<file path="src/rtl/usr_burst_shifter_pkg.sv">
// usr_pkg: shared types for the burst shift register.
//   mode_e  - 3-bit command encoding (modes 0-3 match the older 8-bit register)
//   state_e - control FSM states
//   is_shift_mode() - true for modes that run a multi-step burst
// Optional feature macro: USR_ROTATE_EN (ROL/ROR become burst shift modes).
package usr_pkg;

  localparam int unsigned MODE_W = 3;

  typedef enum logic [MODE_W-1:0] {
    MODE_HOLD  = 3'b000,
    MODE_SHL   = 3'b001,
    MODE_LOAD  = 3'b010,
    MODE_SHR   = 3'b011,
    MODE_ASR   = 3'b100,
    MODE_ROL   = 3'b101,
    MODE_ROR   = 3'b110,
    MODE_CLEAR = 3'b111
  } mode_e;

  typedef enum logic {
    ST_IDLE = 1'b0,
    ST_RUN  = 1'b1
  } state_e;

  function automatic logic is_shift_mode(input mode_e m);
    logic r;
    case (m)
      MODE_SHL, MODE_SHR, MODE_ASR: r = 1'b1;
`ifdef USR_ROTATE_EN
      MODE_ROL, MODE_ROR:           r = 1'b1;
`endif
      default:                      r = 1'b0;
    endcase
    return r;
  endfunction

endpackage

</file>
<file path="src/rtl/usr_shift_step.sv">
// usr_shift_step: combinational one-step datapath of the burst shifter.
// Ports:
//   mode_i   - latched burst mode
//   q_i      - current register contents
//   s_in_l_i - serial fill for the LSB on SHL
//   s_in_r_i - serial fill for the MSB on SHR
//   q_nxt_o  - register contents after one step
// Optional feature macro: USR_ROTATE_EN (rotate datapath present only when defined).
module usr_shift_step
  import usr_pkg::*;
#(
  parameter int unsigned WIDTH = 8
) (
  input  mode_e            mode_i,
  input  logic [WIDTH-1:0] q_i,
  input  logic             s_in_l_i,
  input  logic             s_in_r_i,
  output logic [WIDTH-1:0] q_nxt_o
);

  always_comb begin
    q_nxt_o = q_i;
    case (mode_i)
      MODE_SHL: q_nxt_o = {q_i[WIDTH-2:0], s_in_l_i};
      MODE_SHR: q_nxt_o = {s_in_r_i, q_i[WIDTH-1:1]};
      MODE_ASR: q_nxt_o = {q_i[WIDTH-1], q_i[WIDTH-1:1]};
`ifdef USR_ROTATE_EN
      MODE_ROL: q_nxt_o = {q_i[WIDTH-2:0], q_i[WIDTH-1]};
      MODE_ROR: q_nxt_o = {q_i[0], q_i[WIDTH-1:1]};
`endif
      default:  q_nxt_o = q_i;
    endcase
  end

endmodule

</file>
<file path="src/rtl/usr_burst_shifter.sv">
// usr_burst_shifter: parametrised universal shift register with a command
// handshake and autonomous multi-cycle burst shifts.
// Ports:
//   clk        - clock, rising edge
//   rst_n      - asynchronous reset, active HIGH (name kept for pin compatibility)
//   ena        - global enable; 0 freezes all state and deasserts cmd_ready
//   cmd_valid  - command request;  cmd_ready - command can be accepted
//   cmd_mode   - operation (see usr_pkg::mode_e);  cmd_count - burst length
//   d          - parallel load data
//   s_in_l     - LSB fill on SHL;  s_in_r - MSB fill on SHR
//   q          - register contents;  s_out_l = q[MSB];  s_out_r = q[0]
//   busy       - burst in progress;  done - one-cycle completion pulse
// Optional feature macro: USR_ROTATE_EN (modes 101/110 rotate; otherwise HOLD).
module usr_burst_shifter
  import usr_pkg::*;
#(
  parameter int unsigned WIDTH = 8,
  parameter int unsigned CNT_W = 4
) (
  input  logic             clk,
  input  logic             rst_n,
  input  logic             ena,
  input  logic             cmd_valid,
  output logic             cmd_ready,
  input  logic [2:0]       cmd_mode,
  input  logic [CNT_W-1:0] cmd_count,
  input  logic [WIDTH-1:0] d,
  input  logic             s_in_l,
  input  logic             s_in_r,
  output logic [WIDTH-1:0] q,
  output logic             s_out_l,
  output logic             s_out_r,
  output logic             busy,
  output logic             done
);

  state_e           state_q, state_d;
  mode_e            mode_q,  mode_d;
  logic [CNT_W-1:0] cnt_q,   cnt_d;
  logic [WIDTH-1:0] q_q,     q_d;
  logic             done_q,  done_d;

  logic [WIDTH-1:0] step_q;
  mode_e            cmd_mode_e;
  logic             accept;

  assign cmd_mode_e = mode_e'(cmd_mode);
  assign cmd_ready  = (state_q == ST_IDLE) & ena;
  assign accept     = cmd_valid & cmd_ready;

  usr_shift_step #(
    .WIDTH(WIDTH)
  ) u_step (
    .mode_i  (mode_q),
    .q_i     (q_q),
    .s_in_l_i(s_in_l),
    .s_in_r_i(s_in_r),
    .q_nxt_o (step_q)
  );

  always_ff @(posedge clk or posedge rst_n) begin
    if (rst_n) begin
      state_q <= ST_IDLE;
      mode_q  <= MODE_HOLD;
      cnt_q   <= '0;
      q_q     <= '0;
      done_q  <= 1'b0;
    end else begin
      state_q <= state_d;
      mode_q  <= mode_d;
      cnt_q   <= cnt_d;
      q_q     <= q_d;
      done_q  <= done_d;
    end
  end

  // With ena low every register keeps its value, including a pending done,
  // so a paused burst resumes and still performs exactly the latched count.
  always_comb begin
    state_d = state_q;
    mode_d  = mode_q;
    cnt_d   = cnt_q;
    q_d     = q_q;
    done_d  = done_q;
    if (ena) begin
      done_d = 1'b0;
      case (state_q)
        ST_IDLE: begin
          if (accept) begin
            if (is_shift_mode(cmd_mode_e) && (cmd_count != '0)) begin
              // Latch the burst; q is untouched on the accepting edge.
              state_d = ST_RUN;
              mode_d  = cmd_mode_e;
              cnt_d   = cmd_count;
            end else begin
              case (cmd_mode_e)
                MODE_LOAD:  q_d = d;
                MODE_CLEAR: q_d = '0;
                default:    q_d = q_q;
              endcase
              done_d = 1'b1;
            end
          end
        end
        ST_RUN: begin
          q_d = step_q;
          if (cnt_q == CNT_W'(1)) begin
            state_d = ST_IDLE;
            cnt_d   = '0;
            done_d  = 1'b1;
          end else begin
            cnt_d = cnt_q - CNT_W'(1);
          end
        end
        default: state_d = ST_IDLE;
      endcase
    end
  end

  assign q       = q_q;
  assign s_out_l = q_q[WIDTH-1];
  assign s_out_r = q_q[0];
  assign busy    = (state_q == ST_RUN);
  assign done    = done_q;

endmodule

</file>
<file path="config.mk">
export PLATFORM = sky130hd
export DESIGN_NAME = usr_burst_shifter
export DESIGN_NICKNAME = d
export VERILOG_FILES = /design/src/rtl/usr_burst_shifter_pkg.sv /design/src/rtl/usr_shift_step.sv /design/src/rtl/usr_burst_shifter.sv
export SDC_FILE = /design/constraint.sdc
export NUM_CORES = 1
export LEC_CHECK = 0
export ABC_CLOCK_PERIOD_IN_PS = 2500
export CAP_MARGIN = 20
export CORE_ASPECT_RATIO = 1.25
export CORE_UTILIZATION = 49
export DETAILED_ROUTE_END_ITERATION = 10
export PLACE_DENSITY_LB_ADDON = 0.25
export RECOVER_POWER = 100
export SYNTH_ARGS = -nofsm -noshare
export SYNTH_HDL_FRONTEND = slang
export SYNTH_HIERARCHICAL = 1
export SYNTH_SLANG_ARGS = --single-unit
export TNS_END_PERCENT = 1
</file>
<file path="constraint.sdc">
create_clock -name clk -period 2.5 [get_ports clk]
set_clock_uncertainty 0.1 [all_clocks]
set_input_delay 0.5 -clock clk [delete_from_list [all_inputs] [get_ports clk]]
set_output_delay 0.5 -clock clk [all_outputs]
set_load 0.02 [all_outputs]
</file>
==> run summary, run 1 <==
VDD IR max = 704 uV
Longest Clk Path Bufs = 2
CTS tree = yes
Post-CTS sizing = 0
Reg-to-Reg End = q[6]$_DFFE_PP0P_
Per-cell routed wire length = 15.0 um
Leakage = 0.702 nW
Crit Path Class = input pin to output pin
Final Max Tran Viols = 0
Final Cycle Share = 95.1%
Mapped cell area = 1360 um2
CP required = 1.90 ns
Top Ports = 34
Die X-Extent = 49.1 um
Largest net degree at the start of global routing = 20
Worst Tran Pin Value = 0.642 ns
Period minus WS final = 2.38 ns
Vias per cell = 5.78
Mapped Cells = 138
Worst Path Buf+Inv = 2
Seq/Total Area, Yosys = 31.3%
GRT met2 Usage = 42.7%
Setup TNS = 0 ns
Hold Buf Count CTS = 0
Post-CTS Setup Inserts = 0
Status = complete, no violations
Clock transition at path regs = 0.09 ns
Met3 usage = 2.51%
Setup slack, reg-to-reg = 0.29 ns
Core box area = 2650 um2
Placed cells = 201
Hold Path Stages = 2
DRT Pass-1 Iters = 4
Global route overflow = 0
RSZ-0062 raised after global routing = no
Async S/R FF share, synth = 100%
Share of the synthesized area in the top cell type = 31.3%
Post-Place Setup Slack = 0.122 ns
Reg2reg start = mode_q[2]$_DFFE_PP0P_
CTS root buf = clkbuf_4
Post-synth top area cell = dfrtp_1
Inserted Clock Buffers = 3
PortBufs = 33
Synth-to-layout area growth = 25.6%
Worst min path class = flop to flop
Setup crit start kind = input pin
Top cells by area, synth = dfrtp_1 31%, or3b_1 8.4%, mux2_2 6.6%
Max Clk Rate = 420 MHz
H-tree Lvls = 1
Worst slew margin = 57.1%
Starting Density = 51.3%
Syn nets = 161
Vias in the first global route = 1128
1st-iter DRT viols = 45
Total Nets Final = 195
CP Max Fanout = 2
Initial antenna violation count = 0
GRT Overall Usage = 22.1%
Crit path arrival time = 1.78 ns
Routed WL = 3080 um
Die Span Y = 60.9 um
Netlist cell types = 41
Antenna Cells = 0
Setup Viol. Count Final = 0
First-pass GRT wire length = 5060 um
CP cell instances = clkdlybuf4s50_1 > nor2b_1 > dlygate4sd3_1
Final ANT Viol Nets = 0
Seq cells post-synth = 17
Ys Warns = 6
Slowest CP cell = dlygate4sd3_1
Setup crit end = cmd_ready
Hpwl dp = 2310 um
Routability cong. = 0.772
Commonest non-fill, non-tap cells in the layout = 17 x dfrtp_1, 17 x clkdlybuf4s50_1, 16 x dlygate4sd3_1
Main synth FF type = dfrtp_1
Clock sinks = 17
Crit path launch = ena
Final setup margin = 0.121 ns
Max-cap violations = 0
Clock latency on the worst-skew pair = 0.28 ns
Critical path's top delay family = buffers and inverters
Most Crowded Layer GR = met2
Worst r2r path cells = 5
Final std cells w/o fill = 205
Final hold violations = 0
DRC Markers = 0
Number of synthesized flops with an enable pin = 0
Met1 usage = 24.9%
Crit. path cell count = 3
Layout cell share with drive strength beyond 1 = 17.0%
Worst path max stage delay = 0.68 ns
PwrDens = 1270 nW/um2
DIE AREA = 2990 um2
Std-Cell Rows = 21
Vias = 1184
CP Capture Type = output pin
Hold Slack = 0.457 ns
Syn_area_per_cell = 9.86 um2
worst min-delay path by stage:
| stage | start | to |
|---|---|---|
| 2_1_floorplan | rst_n | busy$_DFFE_PP0P_ |
| 3_3_place_gp | done$_DFFE_PP0P_ | done$_DFFE_PP0P_ |
| 3_5_place_dp | cnt_q[1]$_DFFE_PP0P_ | cnt_q[1]$_DFFE_PP0P_ |
| 4_1_cts | done$_DFFE_PP0P_ | done$_DFFE_PP0P_ |
| 5_1_grt | done$_DFFE_PP0P_ | done$_DFFE_PP0P_ |
| 6_report | done$_DFFE_PP0P_ | done$_DFFE_PP0P_ |
cell type report:
class	count	area, um2
clock buffer	4	26.3
fill	235	943
inverter	4	15.0
multi-input combinational	109	841
sequential	17	425
tap	34	42.5
timing repair buffer	37	360
cells by family after synthesis:
logic type	synth area share (%)
fa+ha+maj	1.84
buf+inv	5.24
xor+xnor	2.02
mux	12.5
compound gates	23.6
simple gates	23.5
flops	31.3
through the flow:
step / area [um2] / util, % / total power [W]
finish: 1710 / 64.5 / 0.00217
detailed placement: 1710 / 64.4 / 0.00209
global placement: 1710 / 64.4 / 0.00203
CTS: 1730 / 65.3 / 0.00224
global route: 1710 / 64.5 / 0.00235
floorplan: 1360 / - / 0.00167
synthesized netlist by cell type, drive strengths merged, types with 2 or more instances:
master,instances
dfrtp,17
a21oi,15
or3b,14
mux2,10
nor2,10
a22o,8
buf,8
a211oi,7
nand2,6
mux2i,5
nor2b,5
o21ai,5
inv,4
nand3,3
and2,2
ha,2
nand2b,2
nor3,2
nor3b,2
state kept, by name, summed over array words and instances (netlist names):
name	count
q	8
cnt_q	4
mode_q	3
busy	1
done	1
power by group:
group | switching, W | internal, W | leakage (nW)
registers | 0.000241 | 0.000410 | 0.203
logic | 0.000666 | 0.000707 | 0.484
clock network | 0.0000820 | 0.0000619 | 0.0150
metal layers:
metal  share of wire [%]  up-vias
met2                  55       29
met1                  41      572
met5                   0        -
met3                 2.9        4
met4                0.81        0
li1                    -      579
worst register-to-register path: cells and delay by family (launching register included):
family	cells	cell delay (ns)
flops	1	0.71
simple gates	1	0.50
mux	1	0.26
compound gates	3	0.55
Note: power is estimated with default switching activity, not from simulation.
==> inputs of run 2 (changes only) <==
- SLEW_MARGIN: not set -> 20
==> results of run 2 <==
No change in the layout: final DEF, timing and power equal those of run 1.
==> inputs of run 3 (changes only) <==
- SLEW_MARGIN: 20 -> 40
==> results of run 3 <==
No change in the layout: final DEF, timing and power equal those of run 1.
